===== config.mk =====
export PLATFORM = sky130hd
export DESIGN_NAME = dram_sched
export DESIGN_NICKNAME = d
export VERILOG_FILES = /design/src/rtl/dram_sched_pkg.sv /design/src/rtl/dram_dly_cnt.sv /design/src/rtl/dram_sched.sv
export SDC_FILE = /design/constraint.sdc
export NUM_CORES = 1
export LEC_CHECK = 0
export BUFFER_PORTS_ARGS = -buffer_cell sky130_fd_sc_hd__buf_2
export CAP_MARGIN = 5
export CORE_MARGIN = 8
export CORE_UTILIZATION = 25
export DETAILED_ROUTE_END_ITERATION = 8
export GPL_TIMING_DRIVEN = 0
export HOLD_SLACK_MARGIN = 0.06
export PLACE_DENSITY = 0.46
export SLEW_MARGIN = 20
export SYNTH_ARGS = -nofsm -noshare
export SYNTH_HDL_FRONTEND = slang
export SYNTH_SLANG_ARGS = --single-unit

===== constraint.sdc =====
create_clock -name CLK -period 2.23 [get_ports CLK]
set_clock_uncertainty 0.1 [all_clocks]
set_input_delay 0.223 -clock CLK [delete_from_list [all_inputs] [get_ports CLK]]
set_output_delay 0.223 -clock CLK [all_outputs]
set_load 0.05 [all_outputs]

===== src/rtl/dram_sched_pkg.sv =====
// Shared types and default timing for the DRAM cycle scheduler.
// The delay counter width is fixed at 3 bits, so each timing parameter must be 8 or less.
package dram_sched_pkg;

  typedef enum logic [2:0] {
    ST_IDLE,
    ST_RAS,
    ST_COL,
    ST_CAS,
    ST_HOLD,
    ST_REFC,
    ST_REFR,
    ST_PRE
  } dram_st_t;

  localparam int TRP_DEF  = 2;
  localparam int TCAS_DEF = 2;
  localparam int TRAS_DEF = 3;
  localparam int CNT_W    = 3;

  // A state lasting N cycles loads N-1 and leaves when the counter reads zero.
  function automatic logic [CNT_W-1:0] cnt_init(input int cycles);
    return CNT_W'(cycles - 1);
  endfunction

endpackage


===== src/rtl/dram_dly_cnt.sv =====
// Loadable 3-bit down-counter that sets the length of the CAS, REFR and PRE states.
// It holds at zero once it gets there.
module dram_dly_cnt
  import dram_sched_pkg::*;
(
  input  logic             clk,
  input  logic             rst,
  input  logic             load,
  input  logic [CNT_W-1:0] val,
  output logic [CNT_W-1:0] cnt,
  output logic             zero
);

  assign zero = (cnt == '0);

  always_ff @(posedge clk or posedge rst) begin
    if (rst)
      cnt <= '0;
    else if (load)
      cnt <= val;
    else if (!zero)
      cnt <= cnt - 1'b1;
  end

endmodule


===== src/rtl/dram_sched.sv =====
// Scheduler for DRAM access and CAS-before-RAS refresh cycles on the FSB clock.
// Every pin is a flop, loaded from a decode of the next state.
module dram_sched
  import dram_sched_pkg::*;
#(
  parameter int TRP  = TRP_DEF,
  parameter int TCAS = TCAS_DEF,
  parameter int TRAS = TRAS_DEF
) (
  input  logic CLK,
  input  logic RES,
  input  logic BACT,
  input  logic RAMCS,
  input  logic RefReq,
  input  logic RefUrg,
  output logic nRAS,
  output logic nCAS,
  output logic RASEL,
  output logic RAMReady,
  output logic RefAck
);

  dram_st_t         st, st_nxt;
  logic             load;
  logic [CNT_W-1:0] val, cnt, cnt_nxt;
  logic             zero;
  logic             acc_req;

  assign acc_req = BACT & RAMCS;

  dram_dly_cnt u_dly (
    .clk  (CLK),
    .rst  (RES),
    .load (load),
    .val  (val),
    .cnt  (cnt),
    .zero (zero)
  );

  always_comb begin
    st_nxt = st;
    load   = 1'b0;
    val    = '0;
    case (st)
      ST_IDLE: begin
        // An urgent refresh goes ahead of a pending access. The access is not lost:
        // BACT&RAMCS is still high when the scheduler returns to IDLE.
        if (RefUrg)
          st_nxt = ST_REFC;
        else if (acc_req)
          st_nxt = ST_RAS;
        else if (RefReq)
          st_nxt = ST_REFC;
      end
      ST_RAS: st_nxt = ST_COL;
      ST_COL: begin
        st_nxt = ST_CAS;
        load   = 1'b1;
        val    = cnt_init(TCAS);
      end
      ST_CAS: begin
        if (zero) begin
          if (BACT) begin
            st_nxt = ST_HOLD;
          end else begin
            st_nxt = ST_PRE;
            load   = 1'b1;
            val    = cnt_init(TRP);
          end
        end
      end
      ST_HOLD: begin
        if (!BACT) begin
          st_nxt = ST_PRE;
          load   = 1'b1;
          val    = cnt_init(TRP);
        end
      end
      ST_REFC: begin
        st_nxt = ST_REFR;
        load   = 1'b1;
        val    = cnt_init(TRAS);
      end
      ST_REFR: begin
        if (zero) begin
          st_nxt = ST_PRE;
          load   = 1'b1;
          val    = cnt_init(TRP);
        end
      end
      ST_PRE: begin
        if (zero)
          st_nxt = ST_IDLE;
      end
      default: st_nxt = ST_IDLE;
    endcase
  end

  // The counter value for the next cycle lets RAMReady be registered for the last CAS cycle.
  assign cnt_nxt = load ? val : (zero ? cnt : cnt - 1'b1);

  always_ff @(posedge CLK or posedge RES) begin
    if (RES) begin
      st       <= ST_IDLE;
      nRAS     <= 1'b1;
      nCAS     <= 1'b1;
      RASEL    <= 1'b0;
      RAMReady <= 1'b0;
      RefAck   <= 1'b0;
    end else begin
      st       <= st_nxt;
      nRAS     <= !(st_nxt inside {ST_RAS, ST_COL, ST_CAS, ST_HOLD, ST_REFR});
      nCAS     <= !(st_nxt inside {ST_CAS, ST_HOLD, ST_REFC, ST_REFR});
      RASEL    <= (st_nxt inside {ST_COL, ST_CAS, ST_HOLD});
      RAMReady <= ((st_nxt == ST_CAS) && (cnt_nxt == '0)) || (st_nxt == ST_HOLD);
      RefAck   <= (st == ST_REFR) && (st_nxt == ST_PRE);
    end
  end

endmodule


==> results of run 1 <==
## through the flow
stage,utilization [%],hold WS (ps),area (sq um),setup WS [ps],power (uW)
6_report,30.56,229.2,828.3,219.6,1434
5_1_grt,30.56,256.8,828.3,47.56,1569
4_1_cts,30.56,221.1,828.3,205.9,1447
3_5_place_dp,29.22,152.0,792.0,227.0,1300
3_3_place_gp,29.22,138.0,792.0,212.8,1302
2_1_floorplan,-,-25.99,703.2,409.7,1115
## flip-flops by register name (all words and copies together), names as in the netlist
register,flops
RefAck,1
u_dly.cnt,3
RAMReady,1
nCAS,1
RASEL,1
nRAS,1
st,3
## worst max-delay path, cell delays in order, from the launching register on
cell	delay, ps
dfrtp_1	360
inv_1	150
ha_1	250
nor2b_2	180
buf_6	130
xnor2_1	130
a221oi_2	80
a21oi_2	230
mux2_4	320
## Yosys cell counts (2+ instances only)
| library cell | count | area [sq um] |
|---|---|---|
| xnor2_1 | 2 | 17.52 |
| a21oi_1 | 5 | 25.02 |
| nor3_1 | 6 | 30.03 |
| nor2_1 | 6 | 22.52 |
| dfrtp_1 | 9 | 225.2 |
| inv_1 | 7 | 26.28 |
| nor2b_1 | 2 | 12.51 |
| buf_2 | 2 | 10.01 |
| dfstp_2 | 2 | 52.55 |
| ha_1 | 2 | 25.02 |
| a221oi_1 | 2 | 17.52 |
| mux2i_1 | 2 | 20.02 |
| o21ai_0 | 7 | 35.03 |
| a21oi_2 | 2 | 17.52 |
| nand2_1 | 6 | 22.52 |
## metal layers
metal | track usage, % | vias to the layer above | routed length (microns)
met1 | 9.738 | 300 | 835
met4 | 6.150 | 0 | 62
met2 | 9.734 | 21 | 661
met5 | 0 | - | 0
met3 | 1.860 | 7 | 90
li1 | - | 313 | -
## final cells by class
type,count,area (sq um)
multi-input combinational,57,370.4
tap,31,38.79
fill,313,1882
timing repair buffer,11,60.06
inverter,8,30.03
clock buffer,4,26.28
sequential,11,277.8
buffer,4,25.02
## cell families after synthesis
family / synth area share, %
xor gates and xnor gates: 2.492
buffers and inverters: 7.829
adders and majority gates: 3.558
muxes: 4.982
AOI/OAI and AO/OA: 22.95
DFF: 39.50
and+or+nand+nor: 18.69
## worst max-delay path by stage
stage,from,end,slack [ps],depth (start not counted)
floorplan,u_dly.cnt[0]$_DFF_PP0_,nRAS$_DFF_PP1_,410,8
global placement,u_dly.cnt[0]$_DFF_PP0_,nRAS$_DFF_PP1_,210,8
detailed placement,u_dly.cnt[0]$_DFF_PP0_,nRAS$_DFF_PP1_,230,8
CTS,u_dly.cnt[0]$_DFF_PP0_,nRAS$_DFF_PP1_,210,8
global route,u_dly.cnt[0]$_DFF_PP0_,nRAS$_DFF_PP1_,50,8
finish,u_dly.cnt[0]$_DFF_PP0_,nRAS$_DFF_PP1_,220,8
## power breakdown
part / internal (uW) / switching, uW / leakage, uW / total (uW)
clock network: 69.3 / 67.1 / 0.0000150 / 136
logic: 348 / 576 / 0.000229 / 924
registers: 310 / 63.5 / 0.000128 / 373
total: 727 / 707 / 0.000372 / 1430
## what timing repair did
item	CTS	global route
hold buffers	1	0
endpoints found under the hold margin	9	0
resized for setup	0	0
==> metrics.yaml, run 1 <==
status: "complete, no violations"
cts_tree: "yes"
grt_pass1_wl_microns: 2973
grt_pass1_vias: 648
drive_above_1_share_pct: 25.26
synth_ff_type: "dfrtp_1"
core_area_sq_um: 2710
die_y_microns: 69.04
finalHoldViolCount: 0
wire_per_inst_microns: 13.10
drt-initial-drc-count: 13
overflow: 0
synth_edf_count: 0
syn_to_final_growth_pct: 17.79
whs_path_depth: 3
cp.required_ps: 2330
cp_max_fo: 6
synthCells: 80
wirelength_microns: 1651
dr.pass1.iters: 5
reg2reg_depth: 8
ys_seq_elements: 11
layout_common_cells: "buf_2 (12), dfrtp_1 (9), inv_1 (7), o21ai_0 (7)"
dieArea_sq_um: 4766
clkLatencyLatePin_ps: 270
yosysSeqAreaShare_pct: 39.50
grtUsageTotal_pct: 7.414
nets: 104
p_per_area_nw_per_um2: 1731
rsz0062_at_grt: "false"
worst_pin_slew_ps: 439.5
numCtsBuffers: 3
die_width_microns: 69.04
critPathArrivalTime_ps: 2110
r2r_slack_ps: 220
syn_area_per_cell_sq_um: 8.790
cts_sinks: 11
crit_type: "reg2reg"
period_share_pct: 90.15
h-tree-depth: 1
period_needed_ps: 2010
min-delay-start: "BACT"
syn_area_sq_um: 703.2
start_util_pct: 25.95
finalSetupViolations: 0
antenna_left: 0
place_congestion: 0.8508
clk_path_buf_depth: 2
via_per_inst: 5.087
leakage_uw: 0.0003723
startpoint_type: "flop"
crit_path_end_kind: "flop"
post_cts_buffers: 0
reg2reg_to: "nRAS$_DFF_PP1_"
hold_end: "u_dly.cnt[1]$_DFF_PP0_"
root_buffer: "clkbuf_4"
tns_ps: 0
path_clk_slew_ps: 70
port_buffers: 10
layout_commonest_cell: "buf_2"
worstReg2RegStart: "u_dly.cnt[0]$_DFF_PP0_"
dpl.cell_count: 121
rows: 19
timing.fmax_mhz: 497.4
ioPinCount: 11
grt_max_degree: 12
syn_nets: 88
final_cells: 126
relSlewSlack_pct: 70.70
slew_violations: 0
vias: 641
dpl.hpwl_microns: 1216
synth_async_sr_flop_share_pct: 100.0
antenna_found_initial: 0
drcViolationCount: 0
antennaDiodeCount: 0
cap_violations: 0
hp-class: "in2reg"
max-vdd-ir-drop_uv: 723.4
synth_cell_type_count: 33
synth_warnings: 0
(Power assumes the default switching activity.)
==> run 2: changes to the inputs <==
- PLACE_DENSITY: 0.46 -> 0.47
- clock period: 2.23 -> 1.6 ns (I/O delays scaled with it)
==> metrics.yaml, run 2 (synthesized netlist as in run 1, its figures left out) <==
status: "finished with violations"
violations: "negative setup slack"
port_buffers: 10  # unchanged
wirelength_microns: 1647  # -0.24%
p_int_uw: 1189  # +63%
design_area_sq_um: 905.9  # +9.4%
root_buffer: "clkbuf_4"
slew_violations: 0  # unchanged
drcViolationCount: 0  # unchanged
startpoint_type: "flop"
cp.required_ps: 1700  # -630 ps
numCtsBuffers: 3  # unchanged
crit_type: "reg2reg"
layout_common_cells: "buf_2 (12), dfrtp_1 (9), o21ai_0 (7)"
vias: 654  # +2.0%
critPathArrivalTime_ps: 1860  # -250 ps
cp_max_fo: 5  # -1
clkLatencyLatePin_ps: 270  # about the same
grt_pass1_wl_microns: 2973  # unchanged
layout_setup_ws_ps: -166.1  # -385.7 ps
layout_commonest_cell: "buf_2"
dieArea_sq_um: 4766  # unchanged
timing.fmax_mhz: 566.2  # +14%
grt_pass1_vias: 624  # -3.7%
leakage_uw: 0.0004050  # +8.8%
wire_per_inst_microns: 12.57  # -4.0%
nets: 109  # +4.8%
p_sw_share_pct: 47.46  # -1.8 points
die_width_microns: 69.04  # unchanged
r2r_slack_ps: -170  # -390 ps
cts_tree: "yes"
finalSetupViolations: 5  # +5
antenna_left: 0  # unchanged
crit_path_end_kind: "flop"
cts_sinks: 11  # unchanged
finalHoldViolCount: 0  # unchanged
grt_max_degree: 12  # unchanged
worst_pin_slew_ps: 420.3  # -19.17 ps
syn_to_final_growth_pct: 28.83
p_sw_uw: 1074  # +52%
clk_path_buf_depth: 2  # unchanged
relSlewSlack_pct: 71.79  # +1.1 points
p_per_area_nw_per_um2: 2498  # +44%
via_per_inst: 4.992  # -1.9%
h-tree-depth: 1  # unchanged
fin_util_pct: 33.43  # +2.9 points
drt-initial-drc-count: 17  # +4
place_congestion: 0.8979  # +5.5%
die_y_microns: 69.04  # unchanged
start_util_pct: 25.95  # unchanged
overflow: 0  # unchanged
p_clk_share_pct: 8.1  # -1.4 points
dr.pass1.iters: 4  # -1
antennaDiodeCount: 0  # unchanged
rsz0062_at_grt: "true"
max-vdd-ir-drop_uv: 1168  # +61%
grtUsageTotal_pct: 7.504  # +0.090 points
dpl.hpwl_microns: 1240  # +2.0%
comb_power_share_pct: 68.3  # +3.8 points
path_clk_slew_ps: 70  # about the same
cap_violations: 0  # unchanged
hp-class: "in2reg"
placed_area_sq_um: 817.0  # +3.2%
top_regs: "st x3, u_dly.cnt x3"
core_area_sq_um: 2710  # unchanged
period_share_pct: 110.4  # +20 points
rows: 19  # unchanged
period_needed_ps: 1766  # -244.3 ps
ioPinCount: 11  # unchanged
antenna_found_initial: 0  # unchanged
nFillCells: 293  # -6.4%
power_frac_seq_pct: 23.5  # -2.5 points
tns_ps: -446.5  # -446.5 ps
drive_above_1_share_pct: 36.00  # +11 points
## run 2: stage by stage
step	hold WS, ps	setup WS [ps]	cells	total power (uW)
5_1_grt	200.2	-248.6	131	2460
4_1_cts	167.3	-164.0	128	2140
3_5_place_dp	63.05	-260.2	121	1897
3_3_place_gp	57.55	-249.9	121	1900
2_1_floorplan	-88.99	-110.4	80	1628
6_report	166.7	-166.1	131	2263
## run 2: cell type report
type | instances | area (sq um) | area share (%)
multi-input cells | 57 | 414.1 | 45.72
flip-flops and latches | 11 | 277.8 | 30.66
repair buffers | 17 | 105.1 | 11.60
well taps | 31 | 38.79 | 4.282
inverters | 8 | 30.03 | 3.315
clock buffers | 4 | 26.28 | 2.901
plain buffers | 3 | 13.76 | 1.519
## run 2: worst max-delay path, cell delays in order, from the launching register on
cell      delay [ps]
dfrtp_1          400
inv_2             90
ha_4             160
nor2b_4          190
xnor2_2          130
a221oi_2          80
a21oi_2          230
mux2_4           320
## run 2: per-layer routing
layer  GRT usage, %  part of all wire [%]  routed length, microns
met2          11.07                    44                     729
met5              0                     0                       0
met4          4.784                   2.7                      44
met3          2.003                   6.0                      99
met1          9.337                    47                     773
## run 2: path summary, 6_finish.rpt
check | endpoint | from | cells after the start
min in group asynchronous | RASEL$_DFF_PP0_ | RES | 3
max in group asynchronous | nRAS$_DFF_PP1_ | RES | 3
min | u_dly.cnt[1]$_DFF_PP0_ | BACT | 3
max | nRAS$_DFF_PP1_ | u_dly.cnt[1]$_DFF_PP0_ | 7
max reg2reg | nRAS$_DFF_PP1_ | u_dly.cnt[1]$_DFF_PP0_ | 7
min reg2reg | u_dly.cnt[0]$_DFF_PP0_ | u_dly.cnt[0]$_DFF_PP0_ | 3
## run 2: power by group through the flow
stage	combinational, uW	clock (uW)	sequential, uW
2_1_floorplan	919	0	709
3_3_place_gp	1360	0	537
3_5_place_dp	1360	0	533
4_1_cts	1420	192	530
5_1_grt	1700	204	551
6_report	1550	184	532
## run 2: timing repair
| item | 4_1_cts | 5_1_grt |
|---|---|---|
| hold buffers | 1 | 0 |
| endpoints found under the setup margin | 5 | 7 |
| hold endpoints to repair | 9 | 0 |
| buffers inserted | 3 | 3 |
| pin swaps | 2 | 2 |
| gates resized for setup | 1 | 2 |
==> run 3: changes to the inputs <==
- ABC_AREA: unset -> 1
- CORE_UTILIZATION: 25 -> 48
- PLACE_DENSITY: 0.47 -> 0.76
- REMOVE_ABC_BUFFERS: unset -> 1
==> metrics.yaml, run 3 <==
status: "finished with violations"
violations: "negative setup slack"
finalSetupViolations: 2  # -3
antenna_found_initial: 0  # unchanged
grt_pass1_wl_microns: 2573  # -13%
cp.required_ps: 1650  # -50 ps
whs_path_depth: 5  # +2
grt-busiest-layer: "met2"
place_congestion: 0.8784  # -2.2%
period_needed_ps: 1636  # -130.0 ps
root_buffer: "clkbuf_4"
reg2reg_depth: 9  # +2
finalHoldViolCount: 0  # unchanged
syn_area_per_cell_sq_um: 6.988  # -20%
die_y_microns: 55.28  # -20%
hp-class: "in2reg"
clk_path_buf_depth: 2  # unchanged
crit_type: "reg2reg"
timing.fmax_mhz: 611.2  # +7.9%
ioPinCount: 11  # unchanged
synth.area.top_cells: "dfrtp_1 (30%), nand3_1 (11%), nand2_1 (10%)"
rsz0062_at_grt: "true"
ys_seq_elements: 11  # unchanged
period_share_pct: 102.3  # -8.1 points
cts_sinks: 11  # unchanged
yosysSeqAreaShare_pct: 37.50  # -2.0 points
layout_setup_ws_ps: -36.09  # +130.0 ps
fin_hold_ws_ps: 180.1  # +13.44 ps
yosysMostFrequentCell: "nand2_1"
rows: 14  # -5
synthCells: 106  # +33%
grt_util_met3_pct: 3.653  # +1.7 points
cp_max_fo: 5  # unchanged
clkLatencyLatePin_ps: 270  # about the same
grtUsageTotal_pct: 9.783  # +2.3 points
numCtsBuffers: 3  # unchanged
grt_max_degree: 12  # unchanged
antenna_left: 0  # unchanged
slowest_stage: "dfrtp_1"
cts_tree: "yes"
drcViolationCount: 0  # unchanged
core_area_sq_um: 1471  # -46%
dr.pass1.iters: 4  # unchanged
synth_async_sr_flop_share_pct: 100.0  # unchanged
slew_violations: 0  # unchanged
startpoint_type: "flop"
syn_area_sq_um: 740.7  # +5.3%
critPathMostFrequentCell: "inv_2"
wirelength_microns: 1753  # +6.4%
relSlewSlack_pct: 72.74  # +0.96 points
top_regs: "st x3, u_dly.cnt x3"
h-tree-depth: 1  # unchanged
die_width_microns: 55.28  # -20%
layout_common_cells: "inv_1 (16), nand2_1 (16), nor2_1 (15), nand3_1 (14), buf_2 (10)"
crit_path_end_kind: "flop"
synth_top_area_share_pct: 30.41  # -1.6 points
critPathArrivalTime_ps: 1680  # -180 ps
grt_use_met2_pct: 16.83  # +5.8 points
vias: 718  # +9.8%
pre_cts_ws_ps: -176.7  # +83.54 ps
worst_pin_slew_ps: 408.4  # -11.96 ps
synthTopCellsByCount: "nand2_1 (20), inv_1 (18), nand3_1 (16), nor2_1 (16), dfrtp_1 (9)"
met1_usage_pct: 11.11  # +1.8 points
synth_cell_type_count: 22  # -33%
drt-initial-drc-count: 11  # -6
yosysTopAreaCell: "dfrtp_1"
path_clk_slew_ps: 70  # about the same
nets: 134  # +23%
wire_per_inst_microns: 12.43  # -1.1%
port_buffers: 10  # unchanged
overflow: 0  # unchanged
start_util_pct: 50.34  # +24 points
cp_cell_sequence: "inv_2 > ha_4 > nand2_4 > o21ai_2 > nand2_2 > nor2_4 > inv_2 > nand4_1 > o21ai_1"
antennaDiodeCount: 0  # unchanged
fin_util_pct: 63.69  # +30 points
syn_to_final_growth_pct: 26.52
grt_pass1_vias: 613  # -1.8%
via_per_inst: 5.092  # +2.0%
drive_above_1_share_pct: 33.60  # -2.4 points
synth_edf_count: 0  # unchanged
dieArea_sq_um: 3056  # -36%
dpl.hpwl_microns: 1193  # -3.8%
synth_ff_type: "dfrtp_1"
max_stage_delay_ps: 380  # -20 ps
synth_warnings: 0  # unchanged
cap_violations: 0  # unchanged
[run 3: changes by cell type after synthesis, moves of 2 or more]
cell      previous run  this run
nand4_1              0         2
nand3_1              0        16
nor2_2               0         3
o21ai_0              7         4
a221oi_1             2         0
nor2_1               6        16
nor2b_1              2         0
inv_1                7        18
buf_2                2         0
nor3_1               6         0
mux2i_1              2         0
nand2_1              6        20
a21oi_1              5         1
o21ai_1              1         3
[run 3: routing by layer]
layer / wire length, microns / vias to the layer above / part of all wire [%]
met5: 0 / - / 0
met4: 0 / 0 / 0
met3: 68 / 0 / 3.9
met2: 957 / 21 / 55
met1: 727 / 328 / 41
li1: - / 369 / -
[run 3: logic make-up after synthesis]
family	after synthesis	synth area share, %
AND/OR/NAND/NOR	60	36.99
adder cells (fa/ha/maj)	2	3.378
flip-flops	11	37.50
AO/OA/AOI/OAI	10	7.601
XOR/XNOR	2	2.365
buffers and inverters	21	12.16
[run 3: through the flow]
stage / setup TNS [ps] / area, sq um / std cells
CTS: 0 / 857.1 / 136
detailed placement: -454.5 / 792.0 / 130
finish: -40.04 / 937.1 / 141
floorplan: 0 / 721.9 / 104
global route: -442.9 / 937.1 / 141
global placement: -287.3 / 792.0 / 130
[run 3: timing repair]
action,4_1_cts,5_1_grt
setup buffers,1,5
hold buffers,1,0
hold endpoints to repair,9,0
pin swaps,3,8
resized for setup,7,11
setup endpoints to repair,7,4
[run 3: worst paths after layout]
path	slack [ps]	startpoint	end
worst max register to register	-40	u_dly.cnt[0]$_DFF_PP0_	RASEL$_DFF_PP0_
worst min register to register	570	u_dly.cnt[1]$_DFF_PP0_	u_dly.cnt[1]$_DFF_PP0_
worst max-delay path	-40	u_dly.cnt[0]$_DFF_PP0_	RASEL$_DFF_PP0_
max in group asynchronous	760	RES	nRAS$_DFF_PP1_
worst min-delay path	180	RefReq	st[0]$_DFF_PP0_
min in group asynchronous	320	RES	RefAck$_DFF_PP0_
[run 3: worst max-delay path: cells and delay by family (launching register included)]
family,cells,cell delay (ps)
and+or+nand+nor,4,450
DFF,1,380
AOI/OAI and AO/OA,2,260
adders and majority gates,1,180
buffers and inverters,2,150
[run 3: layout make-up]
class                   instances  area, sq um
fillers                       130        534.3
well taps                      16        20.02
multi-input cells              74        435.4
clock buffers                   4        26.28
inverters                      19        71.32
flip-flops and latches         11        279.0
repair buffers                 17        105.1
Power of run 3 is not shown: default switching activity piles up to over one toggle a cycle in this logic, so the estimate is an artifact.
